File: src/rtl/snake_body_store.sv
// Snake body coordinate store: shifts on each move tick, grows on request, streams
// every entry as an index/coordinate pair and scans the streamed pairs for self-collision.
module snake_body_store #(
    parameter int SNAKE_LENGTH_BIT = 4,
    parameter int SNAKE_LENGTH_MAX = 16,
    parameter int INIT_LENGTH      = 2,
    parameter int INIT_X           = 10,
    parameter int INIT_Y           = 40
) (
    input  logic                        clock_25,
    input  logic                        reset,
    input  logic                        move_tick,
    input  logic                        grow,
    input  logic [6:0]                  snake_head_x,
    input  logic [6:0]                  snake_head_y,
    output logic [6:0]                  snake_body_x,
    output logic [6:0]                  snake_body_y,
    output logic [SNAKE_LENGTH_BIT-1:0] body_count,
    output logic [SNAKE_LENGTH_BIT-1:0] snake_length,
    output logic                        self_hit
);

    localparam int DEPTH = SNAKE_LENGTH_MAX - 1;
    localparam logic [SNAKE_LENGTH_BIT-1:0] LAST_IDX = SNAKE_LENGTH_BIT'(DEPTH - 1);
    localparam logic [SNAKE_LENGTH_BIT-1:0] LEN_MAX  = SNAKE_LENGTH_BIT'(DEPTH);

    logic [6:0]                  r_body_x [DEPTH];
    logic [6:0]                  r_body_y [DEPTH];
    logic                        r_scan_armed;
    logic [SNAKE_LENGTH_BIT-1:0] w_next_idx;

    assign w_next_idx = (body_count == LAST_IDX) ? '0 : body_count + 1'b1;

    always_ff @(posedge clock_25 or negedge reset) begin
        if (!reset) begin
            for (int i = 0; i < DEPTH; i++) begin
                if (i < INIT_LENGTH) begin
                    r_body_x[i] <= 7'(INIT_X - 1 - i);
                    r_body_y[i] <= 7'(INIT_Y);
                end else begin
                    r_body_x[i] <= '0;
                    r_body_y[i] <= '0;
                end
            end
            snake_length <= SNAKE_LENGTH_BIT'(INIT_LENGTH);
            body_count   <= '0;
            snake_body_x <= '0;
            snake_body_y <= '0;
            self_hit     <= 1'b0;
            r_scan_armed <= 1'b0;
        end else begin
            // The stream reads the pre-edge array, so the tick-edge pair is still pre-shift.
            body_count   <= w_next_idx;
            snake_body_x <= r_body_x[w_next_idx];
            snake_body_y <= r_body_y[w_next_idx];

            if (move_tick) begin
                r_body_x[0] <= snake_head_x;
                r_body_y[0] <= snake_head_y;
                for (int i = 1; i < DEPTH; i++) begin
                    r_body_x[i] <= r_body_x[i-1];
                    r_body_y[i] <= r_body_y[i-1];
                end
                if (grow && (snake_length < LEN_MAX)) begin
                    snake_length <= snake_length + 1'b1;
                end
                self_hit     <= 1'b0;
                r_scan_armed <= 1'b0;
            end else begin
                // Arming one edge late skips the stale pre-shift pair.
                r_scan_armed <= 1'b1;
                if (r_scan_armed && (body_count < snake_length) &&
                    (snake_body_x == snake_head_x) && (snake_body_y == snake_head_y)) begin
                    self_hit <= 1'b1;
                end
            end
        end
    end

endmodule
File: config.mk
export PLATFORM = sky130hd
export DESIGN_NAME = snake_body_store
export DESIGN_NICKNAME = d
export VERILOG_FILES = /design/src/rtl/snake_body_store.sv
export SDC_FILE = /design/constraint.sdc
export NUM_CORES = 1
export LEC_CHECK = 0
export ABC_AREA = 1
export BUFFER_PORTS_ARGS = -buffer_cell sky130_fd_sc_hd__clkbuf_2
export CAP_MARGIN = 5
export CORE_MARGIN = 5
export CORE_UTILIZATION = 56
export CTS_CLUSTER_SIZE = 40
export DETAILED_ROUTE_END_ITERATION = 12
export PLACE_DENSITY = 0.86
export SLEW_MARGIN = 10
export SYNTH_ARGS = -nofsm -noshare
export SYNTH_HDL_FRONTEND = slang
export SYNTH_SLANG_ARGS = --single-unit
File: constraint.sdc
create_clock -name clock_25 -period 1.89 [get_ports clock_25]
set_input_delay 0.189 -clock clock_25 [delete_from_list [all_inputs] [get_ports clock_25]]
set_output_delay 0.189 -clock clock_25 [all_outputs]
set_load 0.02 [all_outputs]
Yosys cells after proc, flatten, opt, wreduce, memory -nomap -nowiden
Index checks and enable logic that the tools add are counted.
{"block": "totals", "out_inout_bits": 23, "reg_bits": 234, "word_cells": 61}
{"block": "op_classes", "magnitude_cmp": 3, "muxes": 10, "reduce_logical": 6, "add_sub_neg": 2, "bitwise": 1, "n_eq_ne": 3}
{"operator": "$bmux W7 S4", "count": 2}
{"operator": "$mux W7", "count": 4}
{"operator": "$eq A7 B7 Y1", "count": 2}
{"operator": "$add A4 B1 Y4 const B", "count": 2}
{"operator": "$ge A5 B5 Y1 const B", "count": 1}
{"operator": "$not A4 Y5", "count": 1}
{"operator": "$eq A4 B4 Y1 const B", "count": 1}
{"operator": "$logic_and A1 B1 Y1", "count": 4}
{"operator": "$lt A4 B4 Y1", "count": 1}
{"operator": "$lt A4 B4 Y1 const B", "count": 1}
{"operator": "$mux W4", "count": 1}
{"operator": "$mux W1", "count": 3}
{"operator": "$reduce_and A2 Y1", "count": 1}
{"operator": "$reduce_bool A2 Y1", "count": 1}

Depth between registers and ports, before layout
{"block": "depth", "word_depth": 6, "mapped_depth": 12, "depth_no_buf": 10}

Worst setup path after synthesis
Ideal clock, no wire load.
{"block": "synth_path", "path_type": "flip-flop to flip-flop", "start": "reg body_count[0]", "end": "reg snake_body_x[4]", "arrival_time_ns": 2.011, "setup_time_ns": 0.118, "required_ns": 1.772, "stages_incl_launch_ff": 13, "path_slack_ns": -0.239, "path_cell_list": "dfrtp_1 > inv_2 > clkbuf_1 > ha_1 > nand3_2 > nand2_2 > buf_4 > buf_4 > nand2_1 > nand3_1 > nand3_1 > nand3_1 > nand2_1"}
{"block": "synth_between", "elab_chain_cells": 6, "elab_cells_between_ends": 7}
{"element": "start: declaration", "line": "18", "text": "output logic [SNAKE_LENGTH_BIT-1:0] body_count,"}
{"element": "start signal: assignment", "line": "53", "text": "body_count <= w_next_idx;"}
{"element": "$add A4 B1 Y4 or $eq A4 B4 Y1 (tied branches)", "line": "32", "text": "assign w_next_idx = (body_count == LAST_IDX) ? '0 : body_count + 1'b1;"}
{"element": "$mux W4 *", "line": "32"}
{"element": "$not A4 Y5 (implied by the code) *", "line": "54", "text": "snake_body_x <= r_body_x[w_next_idx];"}
{"element": "$bmux W7 S4 *", "line": "54"}
{"element": "$mux W7 (implied by the code) * (2 in a row)", "line": "54"}
{"element": "end signal: assignment", "line": "54"}
{"element": "end: declaration", "line": "16", "text": "output logic [6:0] snake_body_x,"}
Every way passes the cells marked *; elsewhere a longest branch is shown, timed or not. The select of a mux whose other input is x is not followed.
A chain may end at the register's enable or synchronous reset.

Worst setup path after layout
{"block": "layout_path", "start": "reg body_count[0]", "end": "reg snake_body_y[6]"}
{"block": "layout_between", "elab_chain_cells": 6, "elab_cells_between_ends": 7}
{"element": "$add A4 B1 Y4 or $eq A4 B4 Y1 (tied branches)", "line": "32"}
{"element": "$mux W4 *", "line": "32"}
{"element": "$not A4 Y5 (implied by the code) *", "line": "55", "text": "snake_body_y <= r_body_y[w_next_idx];"}
{"element": "$bmux W7 S4 *", "line": "55"}
{"element": "$mux W7 (implied by the code) * (2 in a row)", "line": "55"}
{"element": "end signal: assignment", "line": "55"}
{"element": "end: declaration", "line": "17", "text": "output logic [6:0] snake_body_y,"}
Marks and branches as above.

==> reports/qor.yml <==
status:
  status: "finished, final reports clean"
worst_setup_path:
  reg2reg_from: "body_count[0]"
  r2r_slack_ns: 0.03
  cp-end-kind: "flip-flop"
  arrival_ns: 2.27
  critPathLaunchType: "flip-flop"
  required_ns: 2.30
  critPathCapture: "snake_body_y[6]"
  r2r_cells: 10
  r2r-end: "snake_body_y[6]"
  critPathMaxFanout: 16
  setup.worst_path.class: "flip-flop to flip-flop"
  crit_start: "body_count[0]"
pwr:
  p_per_area_mw_per_mm2: 1020
  leakagePower_nw: 6.53
  max-vdd-ir-drop_mv: 0.636
routing:
  vias: 9826
  avgRoutedWirePerCell_um: 16.2
  post-route-drc-count: 0
  dr.pass1.iters: 6
  drtIter0Drc: 945
  ant_nets: 0
  via_per_inst: 5.53
  wirelength_um: 28800
grt:
  grt_max_degree: 146
  first_global_vias: 9453
  grt_usage: 0.241
  grt_overflow_total: 0
  grt_pass1_wl_um: 45300
  grt_antenna_before_repair: 0
placed_design:
  placement.io_buffers: 40
  dpl.hpwl_um: 16000
  place.gp.congestion: 0.801
synthesis:
  syn_area_mm2: 0.0112
  netlist_instances: 1466
  syn_area_per_cell_um2: 7.66
  synth_top_flop_cell: "dfrtp_1"
  post-synth-top-area-cell: "dfrtp_1"
  async_flop_share: 1.00
  yosys.area.top_type_share: 0.504
  netlist_top_cells_area: "dfrtp_1, nand2_1, o21ai_0, inv_1, nand3_1"
  yosys-top-cells-count: "nand2_1, inv_1, dfrtp_1"
  synth_seq_cells: 234
  ys_warn_count: 0
  synth.net_count: 1490
  synth_cell_types: 22
  synth_edf_count: 0
  synth_most_common_cell: "nand2_1"
  synth_seq_area_share: 0.523
timing:
  min_period_ns: 1.86
  max_freq_ghz: 0.536
  setup_violations: 0
  finalMaxSlewViolations: 0
  final-hold-violation-count: 0
  rsz0062_at_grt: "yes"
  max-slew-margin-rel: 0.335
  period_share: 0.987
  holdWs_ns: 0.0302
  worst_pin_slew_ns: 0.996
  clock_skew_ns: 0.0182
cts:
  htree_levels: 1
  clock_latency_ns: 0.52
  path_clk_slew_ns: 0.07
  cts.sinks: 234
  cts_buffers: 24
  root_buffer: "clkbuf_16"
  clock_path_buffers: 3
  cts_tree: "yes"
final_layout:
  final.fill_count: 1469
  area_delta_synth_final_pct: 15.5
  final_util: 0.662
  final_nets: 1518
  layout-drive-gt1-share: 0.0899
  antenna_cells: 0
job:
  max-cap-violations: 0
hold_path:
  worstHoldPathType: "input pin to flip-flop"
  min_path_cells: 3
die:
  die_y_um: 152
  io_pins: 41
  die-area_mm2: 0.0230
  start_util: 0.573
  die_x_um: 152
  rows: 51
  core_area_mm2: 0.0196
-- registers in the layout, indices dropped and copies added, names as in the netlist --
signal / cells
snake_length: 4
self_hit: 1
snake_body_x: 7
snake_body_y: 7
r_scan_armed: 1
r_body_y: 105
r_body_x: 105
body_count: 4
-- worst min path at each step --
stage	from	endpoint	slack [ns]
finish	move_tick	r_body_x[104]	0.03
global route	move_tick	r_body_y[83]	0.05
floorplan	reset	body_count[0]	-0.11
global placement	reset	snake_length[0]	0.14
CTS	move_tick	r_body_x[104]	0.03
detailed placement	reset	r_body_y[6]	0.14
-- layer usage --
metal  share of wire  vias to the layer above  GRT usage
met4           0.039                        0     0.0831
met1            0.39                     4639      0.320
met3           0.083                      103     0.0381
met2            0.48                      460      0.407
met5               0                        -          0
li1                -                     4624          -
-- layout by cell type (no fill, tap or decap), types with 2 or more instances in the layout --
cell type,count
a21oi_1,55
buf_12,13
buf_16,2
buf_4,13
buf_8,3
bufinv_16,3
clkbuf_1,4
clkbuf_16,29
clkbuf_2,38
clkbuf_8,5
clkinv_2,6
clkinvlp_4,2
dfrtp_1,225
dfstp_2,8
dlygate4sd3_1,16
ha_1,5
inv_1,229
inv_4,2
nand2_1,453
nand2_8,2
nand3_1,137
nand3_4,2
nor2_1,22
o211ai_1,12
o21ai_0,213
xnor2_1,2
xor2_1,2
-- what timing repair did --
action,4_1_cts,5_1_grt
hold endpoints to repair,71,0
gates cloned,0,4
setup buffers,0,4
pin swaps,0,1
endpoints found under the setup margin,2,14
hold buffers,16,0
resized for setup,0,18
-- where the power goes --
part	total (mW)	switching [mW]	internal [mW]
Sequential	6.24	0.461	5.78
Combinational	1.95	1.28	0.667
Clock	4.99	1.97	3.02
-- through the flow --
stage	power, mW	std cells	TNS (ns)	setup slack, ns	instance area, um2
finish	13.2	1777	0	0.0252	13000
floorplan	7.50	1466	0	0.00802	11200
detailed placement	8.17	1709	0	0.0581	11700
global placement	8.02	1709	0	0.119	11700
global route	13.8	1777	-0.220	-0.0603	13000
CTS	13.2	1769	-0.00824	-0.00449	12700
-- cell families after synthesis --
logic type,Yosys count,share of synthesized area
AO/OA/AOI/OAI,281,0.128
AND/OR/NAND/NOR,619,0.224
XOR/XNOR,4,0.00312
flip-flops,234,0.523
adder cells (fa/ha/maj),6,0.00669
buffers and inverters,322,0.116
-- critical path, cell delays in order, from the launching register on --
cell	delay [ns]
dfrtp_2	0.45
inv_4	0.07
ha_2	0.28
inv_2	0.12
nand2_8	0.10
buf_4	0.17
clkbuf_16	0.18
nand3_1	0.10
nand3_1	0.11
nand3_1	0.12
nand2_1	0.06
-- area by class of cell --
type / count / area, um2 / share of cell area
repair buffers: 90 / 920 / 0.0709
well taps: 265 / 332 / 0.0256
flip-flops and latches: 234 / 5870 / 0.452
multi-input cells: 910 / 4120 / 0.318
clock buffers: 34 / 709 / 0.0547
inverters: 234 / 892 / 0.0688
clock inverters: 10 / 128 / 0.00984
No activity file was read; power rests on OpenSTA's default activity.
